===== src/rtl/neuron_mac_fp32_if.sv =====
// Beat/result bus of the neuron MAC: operand beats in, one accumulated result pulse out.
interface neuron_mac_fp32_if #(
    parameter int unsigned DATA_WIDTH = 32
);
    logic                  i_valid;
    logic                  i_ready;
    logic [DATA_WIDTH-1:0] i_data;
    logic [DATA_WIDTH-1:0] i_weight;
    logic [DATA_WIDTH-1:0] i_bias;
    logic [DATA_WIDTH-1:0] o_data;
    logic                  o_valid;

    modport master (output i_valid, i_data, i_weight, i_bias, input i_ready, o_data, o_valid);
    modport slave  (input i_valid, i_data, i_weight, i_bias, output i_ready, o_data, o_valid);
endinterface


===== src/rtl/neuron_mac_fp32.sv =====
// fp32 neuron pre-activation: bias + sum(x[k]*w[k]) via a pipelined multiplier, a product FIFO
// and a serial accumulator around a pipelined adder. Denormals flush to zero.
module multiplier_floating_point32 #(
    parameter int unsigned Latency = 7
) (
    input  logic        clk,
    input  logic        rst,
    input  logic        valid_in,
    input  logic [31:0] a,
    input  logic [31:0] b,
    output logic        valid_out,
    output logic [31:0] result
);
    logic [Latency-1:0] vld_q;
    logic [31:0]        res_q [Latency];
    logic [31:0]        prod;
    logic [47:0]        p;
    logic signed [10:0] e;
    logic [22:0]        mant;
    logic [23:0]        rnd;
    logic               sign, g, st;

    always_comb begin
        sign = a[31] ^ b[31];
        p    = {1'b1, a[22:0]} * {1'b1, b[22:0]};
        e    = $signed({3'b0, a[30:23]}) + $signed({3'b0, b[30:23]}) - 11'sd127;
        if (p[47]) begin
            mant = p[46:24];
            g    = p[23];
            st   = |p[22:0];
            e    = e + 11'sd1;
        end else begin
            mant = p[45:23];
            g    = p[22];
            st   = |p[21:0];
        end
        rnd = {1'b0, mant} + 24'(g & (st | mant[0]));
        if (rnd[23]) e = e + 11'sd1;
        prod = {sign, 31'b0};
        if (a[30:23] == 8'd0 || b[30:23] == 8'd0) prod = {sign, 31'b0};
        else if (e >= 11'sd255)                   prod = {sign, 8'hff, 23'b0};
        else if (e <= 11'sd0)                     prod = {sign, 31'b0};
        else                                      prod = {sign, e[7:0], rnd[22:0]};
    end

    // Only the valid chain is reset, so ops issued before a reset never emerge.
    always_ff @(posedge clk or posedge rst) begin
        if (rst) vld_q <= '0;
        else     vld_q <= {vld_q[Latency-2:0], valid_in};
    end

    always_ff @(posedge clk) begin
        res_q[0] <= prod;
        for (int unsigned i = 1; i < Latency; i++) res_q[i] <= res_q[i-1];
    end

    assign valid_out = vld_q[Latency-1];
    assign result    = res_q[Latency-1];
endmodule

module adder_floating_point32 #(
    parameter int unsigned Latency = 7
) (
    input  logic        clk,
    input  logic        rst,
    input  logic        valid_in,
    input  logic [31:0] a,
    input  logic [31:0] b,
    output logic        valid_out,
    output logic [31:0] result
);
    logic [Latency-1:0] vld_q;
    logic [31:0]        res_q [Latency];
    logic [31:0]        sum, big, sml;
    logic [7:0]         d;
    logic [4:0]         dd, lz;
    logic [55:0]        wide;
    logic [26:0]        mb, ms;
    logic [27:0]        s28;
    logic [26:0]        n;
    logic signed [10:0] e;
    logic [23:0]        rnd;
    logic               found, g, st;

    always_comb begin
        big  = (a[30:0] < b[30:0]) ? b : a;
        sml  = (a[30:0] < b[30:0]) ? a : b;
        d    = big[30:23] - sml[30:23];
        dd   = (d > 8'd28) ? 5'd28 : d[4:0];
        // Small operand carries guard/round/sticky bits; anything shifted past them is sticky.
        wide = {1'b1, sml[22:0], 3'b0, 29'b0} >> dd;
        ms   = {wide[55:30], wide[29] | (|wide[28:0])};
        mb   = {1'b1, big[22:0], 3'b0};
        s28  = (a[31] ^ b[31]) ? ({1'b0, mb} - {1'b0, ms}) : ({1'b0, mb} + {1'b0, ms});
        e    = $signed({3'b0, big[30:23]});
        lz    = 5'd0;
        found = 1'b0;
        for (int i = 26; i >= 0; i--) begin
            if (!found && s28[i]) begin
                lz    = 5'(26 - i);
                found = 1'b1;
            end
        end
        if (s28[27]) begin
            n = {s28[27:2], s28[1] | s28[0]};
            e = e + 11'sd1;
        end else begin
            n = s28[26:0] << lz;
            e = e - $signed({6'b0, lz});
        end
        g   = n[2];
        st  = n[1] | n[0];
        rnd = {1'b0, n[25:3]} + 24'(g & (st | n[3]));
        if (rnd[23]) e = e + 11'sd1;
        sum = {big[31], e[7:0], rnd[22:0]};
        if (a[30:23] == 8'd0 && b[30:23] == 8'd0) sum = {a[31] & b[31], 31'b0};
        else if (a[30:23] == 8'd0)                sum = b;
        else if (b[30:23] == 8'd0)                sum = a;
        else if (s28 == 28'd0)                    sum = 32'd0;
        else if (e >= 11'sd255)                   sum = {big[31], 8'hff, 23'b0};
        else if (e <= 11'sd0)                     sum = {big[31], 31'b0};
    end

    always_ff @(posedge clk or posedge rst) begin
        if (rst) vld_q <= '0;
        else     vld_q <= {vld_q[Latency-2:0], valid_in};
    end

    always_ff @(posedge clk) begin
        res_q[0] <= sum;
        for (int unsigned i = 1; i < Latency; i++) res_q[i] <= res_q[i-1];
    end

    assign valid_out = vld_q[Latency-1];
    assign result    = res_q[Latency-1];
endmodule

module neuron_mac_fp32 #(
    parameter int unsigned DATA_WIDTH  = 32,
    parameter int unsigned NUM_INPUTS  = 8,
    parameter int unsigned MUL_LATENCY = 7,
    parameter int unsigned ADD_LATENCY = 7,
    parameter int unsigned FIFO_DEPTH  = 8
) (
    input logic              clk,
    input logic              rst_n,
    neuron_mac_fp32_if.slave bus
);
    localparam int unsigned CW = $clog2(NUM_INPUTS + 1);
    localparam int unsigned FW = $clog2(FIFO_DEPTH + 1);
    localparam int unsigned AW = $clog2(FIFO_DEPTH);

    typedef enum logic [1:0] {StIdle, StIssue, StWait, StDone} state_e;

    state_e                state_q, state_d;
    logic [CW-1:0]         in_cnt_q, in_cnt_d, acc_cnt_q, acc_cnt_d;
    logic [FW-1:0]         infl_q, infl_d, fcnt_q, fcnt_d;
    logic [AW-1:0]         wptr_q, wptr_d, rptr_q, rptr_d;
    logic [DATA_WIDTH-1:0] acc_q, acc_d;
    logic [DATA_WIDTH-1:0] fifo_q [FIFO_DEPTH];
    logic                  rdy_q, rdy_d;
    logic                  xfer, push, pop;
    logic                  mul_vout, add_vin, add_vout;
    logic [DATA_WIDTH-1:0] mul_res, add_res;

    assign xfer    = bus.i_valid & rdy_q;
    assign push    = mul_vout;
    assign pop     = (state_q == StIssue);
    assign add_vin = pop;

    multiplier_floating_point32 #(.Latency(MUL_LATENCY)) u_mul (
        .clk      (clk),
        .rst      (rst_n),
        .valid_in (xfer),
        .a        (bus.i_data),
        .b        (bus.i_weight),
        .valid_out(mul_vout),
        .result   (mul_res)
    );

    adder_floating_point32 #(.Latency(ADD_LATENCY)) u_add (
        .clk      (clk),
        .rst      (rst_n),
        .valid_in (add_vin),
        .a        (acc_q),
        .b        (fifo_q[rptr_q]),
        .valid_out(add_vout),
        .result   (add_res)
    );

    always_comb begin
        state_d   = state_q;
        in_cnt_d  = in_cnt_q;
        acc_cnt_d = acc_cnt_q;
        acc_d     = acc_q;
        wptr_d    = push ? wptr_q + AW'(1) : wptr_q;
        rptr_d    = pop ? rptr_q + AW'(1) : rptr_q;
        infl_d    = infl_q;
        fcnt_d    = fcnt_q;
        unique case ({xfer, push})
            2'b10:   infl_d = infl_q + FW'(1);
            2'b01:   infl_d = infl_q - FW'(1);
            default: infl_d = infl_q;
        endcase
        unique case ({push, pop})
            2'b10:   fcnt_d = fcnt_q + FW'(1);
            2'b01:   fcnt_d = fcnt_q - FW'(1);
            default: fcnt_d = fcnt_q;
        endcase
        if (xfer) begin
            in_cnt_d = in_cnt_q + CW'(1);
            if (in_cnt_q == '0) acc_d = bus.i_bias;
        end
        unique case (state_q)
            StIdle:  if (fcnt_q != '0) state_d = StIssue;
            StIssue: state_d = StWait;
            StWait: begin
                if (add_vout) begin
                    acc_d     = add_res;
                    acc_cnt_d = acc_cnt_q + CW'(1);
                    if (32'(acc_cnt_d) == NUM_INPUTS) state_d = StDone;
                    else if (fcnt_q != '0)            state_d = StIssue;
                    else                              state_d = StIdle;
                end
            end
            StDone: begin
                in_cnt_d  = '0;
                acc_cnt_d = '0;
                state_d   = StIdle;
            end
            default: state_d = StIdle;
        endcase
        // Products already in the multiplier count against FIFO space, so a push never overflows.
        rdy_d = (32'(in_cnt_d) < NUM_INPUTS) && ((32'(fcnt_d) + 32'(infl_d)) < FIFO_DEPTH);
    end

    always_ff @(posedge clk or posedge rst_n) begin
        if (rst_n) begin
            state_q   <= StIdle;
            in_cnt_q  <= '0;
            acc_cnt_q <= '0;
            infl_q    <= '0;
            fcnt_q    <= '0;
            wptr_q    <= '0;
            rptr_q    <= '0;
            acc_q     <= '0;
            rdy_q     <= 1'b0;
        end else begin
            state_q   <= state_d;
            in_cnt_q  <= in_cnt_d;
            acc_cnt_q <= acc_cnt_d;
            infl_q    <= infl_d;
            fcnt_q    <= fcnt_d;
            wptr_q    <= wptr_d;
            rptr_q    <= rptr_d;
            acc_q     <= acc_d;
            rdy_q     <= rdy_d;
        end
    end

    always_ff @(posedge clk) begin
        if (push) fifo_q[wptr_q] <= mul_res;
    end

    assert property (@(posedge clk) disable iff (rst_n)
        !(push && !pop && (32'(fcnt_q) == FIFO_DEPTH)));

    assign bus.i_ready = rdy_q;
    assign bus.o_valid = (state_q == StDone);
    assign bus.o_data  = (state_q == StDone) ? acc_q : '0;
endmodule

===== src/flat_wrapper.sv =====
// flat-port wrapper written by rule: the top's interface ports become plain ports
module neuron_mac_fp32_flat 
#(
    parameter int unsigned DATA_WIDTH  = 32,
    parameter int unsigned NUM_INPUTS  = 8,
    parameter int unsigned MUL_LATENCY = 7,
    parameter int unsigned ADD_LATENCY = 7,
    parameter int unsigned FIFO_DEPTH  = 8
)
  (clk, rst_n, bus_i_valid, bus_i_data, bus_i_weight, bus_i_bias, bus_i_ready, bus_o_data, bus_o_valid);
  neuron_mac_fp32_if #(.DATA_WIDTH(DATA_WIDTH)) bus_i ();
  input logic clk;
  input logic rst_n;
  input wire logic [$bits(bus_i.i_valid)-1:0] bus_i_valid;
  input wire logic [$bits(bus_i.i_data)-1:0] bus_i_data;
  input wire logic [$bits(bus_i.i_weight)-1:0] bus_i_weight;
  input wire logic [$bits(bus_i.i_bias)-1:0] bus_i_bias;
  output wire logic [$bits(bus_i.i_ready)-1:0] bus_i_ready;
  output wire logic [$bits(bus_i.o_data)-1:0] bus_o_data;
  output wire logic [$bits(bus_i.o_valid)-1:0] bus_o_valid;
  assign bus_i.i_valid = bus_i_valid;
  assign bus_i.i_data = bus_i_data;
  assign bus_i.i_weight = bus_i_weight;
  assign bus_i.i_bias = bus_i_bias;
  assign bus_i_ready = bus_i.i_ready;
  assign bus_o_data = bus_i.o_data;
  assign bus_o_valid = bus_i.o_valid;
  neuron_mac_fp32 #(.DATA_WIDTH(DATA_WIDTH), .NUM_INPUTS(NUM_INPUTS), .MUL_LATENCY(MUL_LATENCY), .ADD_LATENCY(ADD_LATENCY), .FIFO_DEPTH(FIFO_DEPTH)) u_core (.clk(clk), .rst_n(rst_n), .bus(bus_i));
endmodule

===== config.mk =====
export PLATFORM = sky130hd
export DESIGN_NAME = neuron_mac_fp32_flat
export DESIGN_NICKNAME = d
export VERILOG_FILES = /design/src/rtl/neuron_mac_fp32_if.sv /design/src/rtl/neuron_mac_fp32.sv /design/src/flat_wrapper.sv
export SDC_FILE = /design/constraint.sdc
export NUM_CORES = 2
export LEC_CHECK = 0
export CORE_MARGIN = 10
export CORE_UTILIZATION = 60
export DETAILED_ROUTE_END_ITERATION = 6
export DONT_BUFFER_PORTS = 1
export PLACE_DENSITY = 0.86
export SETUP_SLACK_MARGIN = 0.3
export SLEW_MARGIN = 15
export SYNTH_ARGS = -nofsm -noshare
export SYNTH_HDL_FRONTEND = slang
export SYNTH_SLANG_ARGS = --single-unit

===== constraint.sdc =====
create_clock -name clk -period 18 [get_ports clk]
set_clock_uncertainty 0.15 [all_clocks]
set_input_delay 3.6 -clock clk [delete_from_list [all_inputs] [get_ports clk]]
set_output_delay 3.6 -clock clk [all_outputs]
set_load 0.005 [all_outputs]

==> impl_metrics.yaml <==
run_status:
  status: "complete, but fails checks"
  violations: "DRC"
clock_network:
  cts.clk_slew.worst_paths_ns: 0.07
  cts_buffer_depth: 3
  cts_tree: "done"
  cts_sinks: 775
  cts_buffers: 67
  htreeDepth: 3
  post-cts-setup-buffers: 0
  ctsRootBufferMaster: "clkbuf_16"
  clk_latency_ns: 0.62
routing:
  vias: 42700
  dr_wl_met3_mm: 13.0
  viasPerCell: 6.34
  final_antenna_net_count: 0
  drcViolationCount: 8
  met1_length_mm: 58.3
  wl_per_cell_um: 23.6
  drt_iter0_drc: 4353
  dr.max_layer_used: "met4"
  firstDrtPassIters: 7
  wl_met2_mm: 76.4
  wl_mm: 159
timing:
  min_period_over_period: 0.943
  rsz0062_at_grt: "false"
  drv_slew: 0
  fmax_mhz: 58.9
  finalSetupTns_ns: 0
  setup_viol: 0
  min_period_ns: 16.98
  worstMarginPinSlew_ns: 1.13
  timing.slew.headroom: 0.244
  hold_violations: 0
logic_synthesis:
  synth_cells: 5457
  syn_nets: 6339
  ys_ff_latch: 775
  synth_top_cell_area_share: 0.177
  synth.largest_area_cell: "fa_1"
  synthFlopType: "dfxtp_1"
  synthArstFlopShare: 0.0916
  synth-edff-count: 256
  yosys_warnings: 0
  ys_types: 130
  ys_seq_area_frac: 0.335
  syn_area_per_cell_um2: 10.1
  syn_area_mm2: 0.0550
  synthTopCellsByArea: "fa_1 (18%), dfxtp_1 (16%), edfxtp_1 (14%), ha_1 (6.7%), inv_1 (4.3%)"
global_route:
  grt_use_total: 0.303
  grt_start_max_net_pins: 75
  grt_overflow_total: 0
  grt_pass1_vias: 44100
  antenna_found_initial: 2
  grt_first_pass_wirelength_mm: 248
setup_path:
  required_ns: 18.35
  cpMostUsedCell: "fa_1"
  slowest_delay_ns: 0.96
  path_max_fanout: 38
  crit_family: "compound AO/OA/AOI/OAI gates"
  end_kind: "flip-flop"
  path_class: "in -> reg"
  start_kind: "primary input"
  arrival_ns: 17.33
  cp_num_buf_inv: 6
  cp_slowest_cell: "or4b_2"
die:
  ios: 133
  rows: 110
  die_y_um: 323
  die_x_um: 323
  start_util: 0.608
  dieArea_mm2: 0.104
  core_area_mm2: 0.0904
final_layout:
  final_nets: 6391
  syn_to_final_growth_pct: 8.51
  drive_gt1_frac: 0.113
placed_design:
  gp_congestion: 1.02
  dp_hpwl_mm: 118
  io_buffer_count: 0
run:
  cap_viol_max_count: 0
min_path:
  hold_path_class: "reg -> reg"
final timing paths:
kind / start / end / slack, ns / cells past startpoint
setup / recovery: bus_i_data[9] / u_core.u_mul.res_q[0][9] / 1.02 / 49
hold / removal: u_core.u_mul.res_q[3][18] / u_core.u_mul.res_q[4][18] / 0.17 / 0
setup reg to reg: u_core.rptr_q[1] / u_core.u_add.res_q[0][12] / 1.41 / 64
hold reg to reg: u_core.u_mul.res_q[3][18] / u_core.u_mul.res_q[4][18] / 0.17 / 0
max in group asynchronous: rst_n / u_core.state_q[1] / 14.02 / 2
min in group asynchronous: rst_n / u_core.fcnt_q[1] / 3.01 / 2
layer usage:
metal | vias up | global-route usage
met4 | 0 | 0.187
met5 | - | 0
met1 | 20900 | 0.362
met3 | 671 | 0.0541
met2 | 2366 | 0.507
li1 | 18800 | -
worst reg2reg max path: cells and delay by family, from the launching register on:
kind	cells	cell delay, ns
compound gates	25	6.21
simple gates	16	3.38
buf+inv	13	2.98
fa+ha+maj	4	1.20
flops	1	1.05
mux	3	1.05
xor+xnor	3	0.52
per-stage QoR:
| step | setup slack (ns) | instances | util | instance area [um2] | hold slack (ns) |
|---|---|---|---|---|---|
| 4_1_cts | 0.687 | 6736 | 0.659 | 59600 | 0.171 |
| 6_report | 1.02 | 6738 | 0.660 | 59600 | 0.166 |
| 3_5_place_dp | 0.179 | 6615 | 0.634 | 57300 | 0.162 |
| 3_3_place_gp | 0.724 | 6615 | 0.634 | 57300 | 0.160 |
| 5_1_grt | 0.333 | 6737 | 0.659 | 59600 | 0.170 |
| 2_1_floorplan | 1.07 | 5457 | - | 55000 | 0.160 |
Yosys cell counts (16+ instances only):
master    number
nor4_1        45
nand2b_1      33
o21a_1        21
o211ai_2      16
and2_1       277
a21oi_1      204
dfrtp_1       71
edfxtp_1     256
clkbuf_1     201
mux2_2        35
o21bai_1      30
nor2_1       259
nand4_1       46
o31ai_1       29
nand2_1      582
o211ai_1      52
a31oi_1       38
o21ai_1       17
ha_1         296
xnor2_1      103
mux4_2        64
nor3_1        95
mux2i_1      103
o21ai_2       20
and3_1        59
a211oi_1      36
o22ai_1       24
a22oi_1       30
or3_1         32
buf_2         33
a21o_1        51
buf_1         16
or2_2         17
o21ai_0      184
xor2_1        51
nor2b_1       23
fa_1         487
dfxtp_1      448
inv_1        629
nand3_1      101
or4_1         16
logic make-up after synthesis:
kind of cell	count (synthesis)	share of synthesized area
XOR/XNOR	155	0.0248
multiplexers	208	0.0539
AND/OR/NAND/NOR	1662	0.153
AO/OA/AOI/OAI	965	0.123
buffers and inverters	909	0.0653
flip-flops	775	0.335
adder cells (fa/ha/maj)	783	0.245
flip-flops by register name, indices dropped and copies added, names as in the netlist:
signal / count
u_core.fifo_q: 256
u_core.u_add.res_q: 224
u_core.u_mul.res_q: 224
u_core.acc_q: 32
u_core.u_add.vld_q: 7
u_core.u_mul.vld_q: 7
u_core.acc_cnt_q: 4
u_core.fcnt_q: 4
u_core.in_cnt_q: 4
u_core.infl_q: 4
u_core.rptr_q: 3
u_core.wptr_q: 3
u_core.state_q: 2
u_core.bus.i_ready: 1
area by class of cell:
type / count / area (um2)
fill: 6525 / 30800
tap: 1176 / 1470
sequential: 775 / 18400
inverter: 636 / 2390
clock inverter: 27 / 329
timing repair buffer: 256 / 1970
multi-input combinational: 3773 / 33100
clock buffer: 94 / 1960
antenna: 1 / 2.50
repair_timing:
item	CTS	global route
setup endpoints to repair	0	23
hold buffers	0	0
gates resized for setup	0	5
layout by cell type (no fill, tap or decap), types with 30 or more instances in the layout:
cell,n
a21o_1,51
dfxtp_1,448
a21oi_1,203
edfxtp_1,256
a22oi_1,30
mux2_2,35
o211ai_1,52
dfrtp_1,67
inv_1,629
buf_4,252
nor4_1,43
and2_1,277
mux4_2,64
nand4_1,46
nor2_1,251
o21bai_1,30
and3_1,59
mux2i_1,102
xor2_1,51
a211oi_1,36
nand2_1,582
clkbuf_16,71
ha_1,295
nor3_1,89
or3_1,32
xnor2_1,103
o21ai_0,184
fa_1,487
nand2b_1,33
nand3_1,100
a31oi_1,38
Power is not shown: default switching activity piles up to over one toggle a cycle in this logic, so the estimate is an artifact.
